--- src/rtl/fetch_unit.sv ---
// ---------------------------------------------------------------------------
// fetch_unit -- instruction fetch stage feeding decode.
//
// Holds the 64-bit fetch PC and issues one word request at a time to
// instruction memory. Each returned instruction is queued with the PC it was
// fetched from, and the queue head is presented to decode. A branch redirect
// flushes the queue and restarts fetch at the new (word-aligned) PC. A
// response that is still in flight when the redirect arrives is discarded.
//
// Parameters
//   RESET_PC       PC loaded on reset
//   QUEUE_DEPTH    instruction queue entries (power of 2, >= 2)
//
// Ports
//   clk, reset                 rising-edge clock, async active-high reset
//   imem_req_valid/addr/ready  fetch request (addr[1:0] always 0)
//   imem_rsp_valid/data        fetch response, one per accepted request
//   redirect_valid/pc          branch/jump redirect with flush
//   id_valid/instruc/pc/ready  decode handshake
//
// Optional feature (macro FETCH_PERF_EN)
//   perf_fetched  count of instructions pushed into the queue
//   perf_dropped  count of responses discarded because of a redirect
// ---------------------------------------------------------------------------
module fetch_unit #(
    parameter logic [63:0] RESET_PC    = 64'h0,
    parameter int          QUEUE_DEPTH = 2
) (
    input  logic        clk,
    input  logic        reset,
    output logic        imem_req_valid,
    output logic [63:0] imem_req_addr,
    input  logic        imem_req_ready,
    input  logic        imem_rsp_valid,
    input  logic [31:0] imem_rsp_data,
    input  logic        redirect_valid,
    input  logic [63:0] redirect_pc,
    output logic        id_valid,
    output logic [31:0] id_instruc,
    output logic [63:0] id_pc,
    input  logic        id_ready
`ifdef FETCH_PERF_EN
    ,
    output logic [31:0] perf_fetched,
    output logic [31:0] perf_dropped
`endif
);

    localparam int          PTR_W = $clog2(QUEUE_DEPTH);
    localparam int          CNT_W = PTR_W + 1;
    localparam logic [31:0] NOP   = 32'h00000013;

    typedef enum logic [1:0] {
        S_FETCH = 2'd0,
        S_WAIT  = 2'd1,
        S_DROP  = 2'd2
    } state_t;

    state_t             r_state;
    // Low during reset and until the first clock edge after it, so that no
    // request is presented while reset is still asserted.
    logic               r_run;
    logic [63:0]        r_pc;
    // PC of the outstanding request; this, not r_pc, tags the queued entry.
    logic [63:0]        r_req_pc;
    logic [31:0]        r_q_instr [QUEUE_DEPTH];
    logic [63:0]        r_q_pc    [QUEUE_DEPTH];
    logic [PTR_W-1:0]   r_wr_ptr;
    logic [PTR_W-1:0]   r_rd_ptr;
    logic [CNT_W-1:0]   r_count;

    logic               w_not_full;
    logic               w_req_valid;
    logic               w_req_fire;
    logic               w_push;
    logic               w_drop;
    logic               w_id_valid;
    logic               w_pop;

    // Only one request is ever outstanding, so a free slot at issue time
    // guarantees room for its response.
    assign w_not_full  = (r_count < CNT_W'(QUEUE_DEPTH));
    assign w_req_valid = r_run && (r_state == S_FETCH) && w_not_full && !redirect_valid;
    assign w_req_fire  = w_req_valid && imem_req_ready;

    // A response is queued only in WAIT with no redirect in the same cycle;
    // otherwise (DROP, or WAIT hit by a redirect) it is thrown away.
    assign w_push = imem_rsp_valid && (r_state == S_WAIT) && !redirect_valid;
    assign w_drop = imem_rsp_valid &&
                    ((r_state == S_DROP) || ((r_state == S_WAIT) && redirect_valid));

    assign w_id_valid = (r_count != '0);
    assign w_pop      = w_id_valid && id_ready && !redirect_valid;

    assign imem_req_valid = w_req_valid;
    assign imem_req_addr  = {r_pc[63:2], 2'b00};
    assign id_valid       = w_id_valid;
    assign id_instruc     = w_id_valid ? r_q_instr[r_rd_ptr] : NOP;
    assign id_pc          = w_id_valid ? r_q_pc[r_rd_ptr]    : 64'h0;

    // Control: state, PC, queue pointers and occupancy.
    always_ff @(posedge clk or posedge reset) begin
        if (reset) begin
            r_state  <= S_FETCH;
            r_run    <= 1'b0;
            r_pc     <= RESET_PC & ~64'h3;
            r_wr_ptr <= '0;
            r_rd_ptr <= '0;
            r_count  <= '0;
        end else begin
            r_run <= 1'b1;
            if (redirect_valid) begin
                r_pc     <= redirect_pc & ~64'h3;
                r_wr_ptr <= '0;
                r_rd_ptr <= '0;
                r_count  <= '0;
                // An in-flight request must still have its response absorbed
                // before fetching again, unless it arrives right now.
                case (r_state)
                    S_WAIT, S_DROP: r_state <= imem_rsp_valid ? S_FETCH : S_DROP;
                    default:        r_state <= S_FETCH;
                endcase
            end else begin
                case (r_state)
                    S_FETCH: begin
                        if (w_req_fire) begin
                            r_pc    <= r_pc + 64'd4;
                            r_state <= S_WAIT;
                        end
                    end
                    S_WAIT, S_DROP: begin
                        if (imem_rsp_valid) begin
                            r_state <= S_FETCH;
                        end
                    end
                    default: r_state <= S_FETCH;
                endcase

                if (w_push) begin
                    r_wr_ptr <= r_wr_ptr + PTR_W'(1);
                end
                if (w_pop) begin
                    r_rd_ptr <= r_rd_ptr + PTR_W'(1);
                end
                if (w_push && !w_pop) begin
                    r_count <= r_count + CNT_W'(1);
                end else if (!w_push && w_pop) begin
                    r_count <= r_count - CNT_W'(1);
                end
            end
        end
    end

    // Data: request tag and queue storage need no reset; empty-queue outputs
    // are forced to NOP/0 by the output muxes.
    always_ff @(posedge clk) begin
        if (w_req_fire) begin
            r_req_pc <= r_pc;
        end
        if (w_push) begin
            r_q_instr[r_wr_ptr] <= imem_rsp_data;
            r_q_pc[r_wr_ptr]    <= r_req_pc;
        end
    end

`ifdef FETCH_PERF_EN
    logic [31:0] r_perf_fetched;
    logic [31:0] r_perf_dropped;

    always_ff @(posedge clk or posedge reset) begin
        if (reset) begin
            r_perf_fetched <= '0;
            r_perf_dropped <= '0;
        end else begin
            if (w_push) begin
                r_perf_fetched <= r_perf_fetched + 32'd1;
            end
            if (w_drop) begin
                r_perf_dropped <= r_perf_dropped + 32'd1;
            end
        end
    end

    assign perf_fetched = r_perf_fetched;
    assign perf_dropped = r_perf_dropped;
`else
    logic w_unused_drop;
    assign w_unused_drop = w_drop;
`endif

endmodule

--- config.mk ---
export PLATFORM = sky130hd
export DESIGN_NAME = fetch_unit
export DESIGN_NICKNAME = d
export VERILOG_FILES = /design/src/rtl/fetch_unit.sv
export SDC_FILE = /design/constraint.sdc
export NUM_CORES = 1
export LEC_CHECK = 0
export BUFFER_PORTS_ARGS = -buffer_cell sky130_fd_sc_hd__buf_4
export CAP_MARGIN = 15
export CORE_MARGIN = 5
export CORE_UTILIZATION = 43
export CTS_BUF_LIST = sky130_fd_sc_hd__clkbuf_8
export DETAILED_ROUTE_END_ITERATION = 10
export PLACE_DENSITY = 0.65
export SLEW_MARGIN = 20
export SYNTH_ARGS = -nofsm -noshare
export SYNTH_HDL_FRONTEND = slang
export SYNTH_SLANG_ARGS = --single-unit
export TNS_END_PERCENT = 5
--- constraint.sdc ---
create_clock -name clk -period 9.85 [get_ports clk]
set_input_delay 0.4925 -clock clk [delete_from_list [all_inputs] [get_ports clk]]
set_output_delay 0.4925 -clock clk [all_outputs]
set_load 0.02 [all_outputs]
Word-level counts from Yosys, hierarchy flattened
Memories as Yosys holds them, arrays and structs flattened.
Index checks and enable logic that the tools add are counted.
Storage, ports and cells
  register bits after elaboration: 135
  bits in writable memories: 192
  input bits: 102
  output and inout port bits: 162
  memories kept: 2
Cells by class
  $add $sub $neg: 5
  magnitude comparators: 1
  equality and inequality tests: 4
  multiplexer cells: 20
  reductions and logical operators: 23
Memory list
  r_q_pc: depth 2, bits a word 64, rd ports 1, clocked after memory_dff 0, wr ports 1, line 67  | logic [63:0] r_q_pc [QUEUE_DEPTH];
  r_q_instr: depth 2, bits a word 32, rd ports 1, clocked after memory_dff 0, wr ports 1, line 66  | logic [31:0] r_q_instr [QUEUE_DEPTH];
Operator list (number)
  64-bit 2-to-1 mux: 4
  64-bit by 3-bit adder with 64-bit output, second input constant: 1
  32-bit 2-to-1 mux: 1
  2-bit 2-to-1 mux: 8
  1-bit logical AND: 10
  2-bit nonzero test: 5
  1-bit 2-to-1 mux: 6
  3-bit inequality test, second input constant: 2
  2-bit case mux with 2 select lines: 1
  2-bit AND reduction: 2
  1-bit logical NOT: 3
  3-bit nonzero test: 1
  1-bit adder, second input constant: 2
  2-bit by 1-bit adder with 2-bit output, second input constant: 1
  2-bit by 1-bit == test with 1-bit output, second input constant: 1
  2-bit == test, second input constant: 1
  2-bit logical NOT: 1
  2-bit < comparator, second input constant: 1
  2-bit OR reduction: 1
  2-bit by 1-bit subtractor with 2-bit output, second input constant: 1

Logic depth before layout (Yosys ltp)
  depth in word-level cells: 8
  gate-level depth with buffers: 11
  gate-level depth less buffers: 9

Worst setup path before layout
No wires, ideal clock.
  path kind: input to register
  start: input port redirect_valid
  end: memory r_q_instr[0][0], enable pin
  library setup time: 662 ps
  data arrival time: 7425 ps
  setup slack: 1763 ps
  stages on the path: 4
  cell sequence: buf_6 -> clkbuf_1 -> clkbuf_1 -> nor3_1
On the way
  cells in the longest elaborated chain, start to end: 4
Ends and longest elaborated chain
  from (decl): line 36  | input logic redirect_valid,
  1-bit logical NOT: line 88  | assign w_push = imem_rsp_valid && (r_state == S_WAIT) && !redirect_valid;
  1-bit logical AND: line 88
  1-bit 2-to-1 mux: line 160  | if (w_push) begin
  1-bit 2-to-1 mux (not written as such): line 161  | r_q_instr[r_wr_ptr] <= imem_rsp_data;
  to (decl): line 66
No other way between the ends.

Worst setup path in the final report
  start: register r_state[0]
  end: register r_pc[46]
On the way
  cells in the longest elaborated chain, start to end: 7
Ends and longest elaborated chain
  from (decl): line 59  | state_t r_state;
  from (signal assigned): line 120  | S_WAIT, S_DROP: r_state <= imem_rsp_valid ? S_FETCH : S_DROP;
  2-bit logical NOT *: line 83, 124
  1-bit logical AND (3 in a row): line 83  | assign w_req_valid = r_run && (r_state == S_FETCH) && w_not_full && !redirect_valid;
  1-bit logical AND: line 84  | assign w_req_fire = w_req_valid && imem_req_ready;
  2-bit nonzero test (no line)
  2-bit AND reduction (no line) *
  to (signal assigned): line 106  | r_pc <= RESET_PC & ~64'h3;
  to (signal assigned): line 113  | r_pc <= redirect_pc & ~64'h3;
  to (signal assigned): line 127  | r_pc <= r_pc + 64'd4;
  to (decl): line 63  | logic [63:0] r_pc;
Mark *: on every way between the ends. The rest lies on a longest branch, timed or not.
A chain may end at the register's enable or synchronous reset.

==> run_results.csv <==
group,metric,value,unit
global_routing,track_usage,0.193,
critical_path,worstPathCellList,"inv_1 -> ha_1 -> nand4bb_4 -> inv_2 -> nand2_4 -> inv_4 -> buf_4 -> nand3_1 -> or4_1 -> nand3_1",
cells_and_area,drive_above_1_share,0.278,
run,maxCapViolations,0,
route,wl_per_cell,20.5,um
timing,fmax,0.268,GHz
global_routing,grt_pass1_vias,8910,
power_and_ir_drop,p_sw,0.724,mW
power_and_ir_drop,peakVddDrop,0.130,mV
critical_path,r2r-start,"r_state[0]",
critical_path,r2r_cells,10,
timing,tns,0,ps
cts,cts.sinks,319,
critical_path,crit_path_max_fanout,62,
logic_synthesis,ys_warn_count,0,
critical_path,start_kind,"flop",
critical_path,r2r-end,"r_pc[46]",
route,drtIter0Drc,601,
power_and_ir_drop,p_leak,6.12,nW
critical_path,crit_path_frequent_cell,"nand3_1",
timing,finalClockSkew,34.5,ps
floorplanning,num_rows,64,
route,drc,0,
timing,fin_crit,3740,ps
logic_synthesis,synth_edf_count,250,
min_path,hold_path.class,"input port to flop",
global_routing,grt_max_degree,71,
placed_design,dp_cells,1592,
critical_path,cp.arrival,4250,ps
logic_synthesis,yosysSeqAreaShare,0.695,
critical_path,regToRegSetupSlack,6110,ps
cts,cts_tree,"done",
critical_path,critPathKind,"flop to flop",
min_path,hold_start,"imem_rsp_data[10]",
cts,cts.clk_slew.worst_paths,60,ps
critical_path,crit_start,"r_state[0]",
floorplanning,die-area,34500,um^2
power_and_ir_drop,sw_frac_of_total,0.247,
timing,setup_viol_count_final,0,
global_routing,antenna_found_initial,1,
critical_path,max_stage_delay,770,ps
timing,period_share,0.379,
power_and_ir_drop,p_clk_frac,0.380,
power_and_ir_drop,total_power,2.93,mW
power_and_ir_drop,p_per_area,177,nW/um^2
route,drt-vias-per-instance,5.42,
timing,max-slew-margin-rel,0.268,
placed_design,hpwl,22900,um
timing,rsz0062_at_grt,"no",
run_status,status,"completed",
global_routing,grt_pass1_wl,51800,um
cells_and_area,syn_to_final_growth,25.1,%
logic_synthesis,synth.distinct_cells,59,
critical_path,cpMaxStageDelayCell,"buf_4",
floorplanning,core,30500,um^2
timing,tightest_slew,1100,ps
power_and_ir_drop,combPwrFrac,0.085,
floorplanning,dieWidth,186,um
placed_design,place_congestion,0.770,
floorplanning,io_pins,264,
route,drtPass1Iterations,5,
global_routing,grt_overflow_total,0,
route,wl,34500,um
logic_synthesis,async_reset_ff_frac,0.216,
power_and_ir_drop,p_int,2.21,mW
cts,cts_root_buf,"clkbuf_8",
logic_synthesis,synthFlopType,"edfxtp_1",
cts,cts_setup_buffers,0,
cts,h-tree-depth,2,
route,drtAntennaViolNets,0,
route,vias,9137,
critical_path,endpoint,"r_pc[46]",
timing,drv_slew,0,
cells_and_area,finalNetCount,1355,
cells_and_area,final_cells,1687,
logic_synthesis,synth_area,13300,um^2
critical_path,worstPathRequired,10360,ps
logic_synthesis,syn_inst,975,
cts,cts_buffer_depth,3,
timing,hold_viol_final,0,
logic_synthesis,ys_ff_latch,319,
logic_synthesis,syn_area_per_cell,13.6,um^2
power_and_ir_drop,seqPwrFrac,0.535,
cts,postCtsHoldBufs,0,
cts,insertion_delay,580,ps
cts,cts-resized-gates,0,
cts,cts_buffers,52,
placed_design,portBuffers,257,
floorplanning,die_y,186,um
critical_path,crit_path_end_kind,"flop",
floorplanning,initial_utilization,0.435,
-- worst min path at each step --
stage,endpoint,slack (ps),cells past startpoint
after CTS,r_q_instr[1][10],50,1
final,r_q_instr[1][10],100,1
after global placement,r_q_pc[0][43],420,0
after floorplan,r_q_pc[0][10],420,0
after global routing,r_q_instr[0][28],50,1
after detailed placement,r_q_pc[1][23],430,0
-- layout by cell type, fill, tap and decap left out, types with 19 or more instances in the layout --
cell | netlist | final
buf_4 | 4 | 269
a31oi_1 | 20 | 20
edfxtp_1 | 250 | 250
inv_1 | 14 | 29
o21ai_0 | 31 | 31
nand3_1 | 50 | 50
clkbuf_8 | 0 | 56
nor2_1 | 125 | 124
mux2i_1 | 96 | 96
nand2_1 | 67 | 67
dfrtp_1 | 69 | 68
nand4_1 | 19 | 19
-- layer usage --
layer,vias to the layer above,share of wire,global-route usage
li1,4265,-,-
met5,-,0,0
met3,62,0.084,0.0520
met2,353,0.46,0.299
met1,4457,0.44,0.271
met4,0,0.020,0.0542
-- power by group through the flow --
stage	registers [mW]	clock network, mW	logic [mW]
global placement	1.59	0	0.248
global route	1.58	1.21	0.270
floorplan	1.61	0	0.104
CTS	1.57	1.15	0.253
finish	1.57	1.11	0.249
detailed placement	1.60	0	0.252
-- per-stage QoR --
stage               hold slack [ps]  setup slack (ps)  utilization  cell area [um^2]
floorplan                       421              1760            -             13300
global placement                422              6180        0.512             15600
detailed placement              429              6140        0.512             15600
CTS                            45.3              6120        0.545             16600
global route                   54.6              5910        0.545             16600
finish                         99.3              6110        0.545             16600
-- worst max-delay path: cells and delay by family (launching register included) --
| kind | cells | cell delay, ps |
|---|---|---|
| and+or+nand+nor | 5 | 1500 |
| buffers and inverters | 4 | 1460 |
| adders and majority gates | 1 | 250 |
| DFF | 1 | 410 |
-- registers in the layout, indices dropped and copies added, names as in the netlist --
name / count
r_count: 2
r_pc: 62
r_q_instr: 64
r_q_pc: 124
r_rd_ptr: 1
r_req_pc: 62
r_run: 1
r_state: 2
r_wr_ptr: 1
-- cell families (layout without fill, tap and decap cells) --
group,count (synthesis),count (layout),share of synthesized area
and+or+nand+nor,350,350,0.135
muxes,96,96,0.0723
AOI/OAI and AO/OA,125,125,0.0640
buffers and inverters,68,380,0.0219
other,2,6,0.000565
DFF,319,319,0.695
xor gates and xnor gates,12,12,0.00791
adders and majority gates,3,3,0.00283
-- Yosys cell counts (13+ instances only) --
cell type	instances	area share
edfxtp_1	250	0.57
nor2_1	125	0.035
mux2i_1	96	0.072
dfrtp_1	69	0.13
nand2_1	67	0.019
nand3_1	50	0.019
clkbuf_1	31	0.0088
o21ai_0	31	0.012
a31oi_1	20	0.0094
nand4_1	19	0.0089
a21oi_1	16	0.0060
or4_1	16	0.0090
inv_1	14	0.0040
and3_1	13	0.0061
-- final cells by class --
class,instances,area [um^2]
Antenna cell,1,2.50
Clock buffer,56,771
Clock inverter,38,244
Fill cell,2611,13900
Inverter,17,67.6
Multi-Input combinational cell,591,3790
Sequential cell,319,9240
Tap cell,396,495
Timing Repair Buffer,269,2020
No activity file was read; power rests on OpenSTA's default activity.
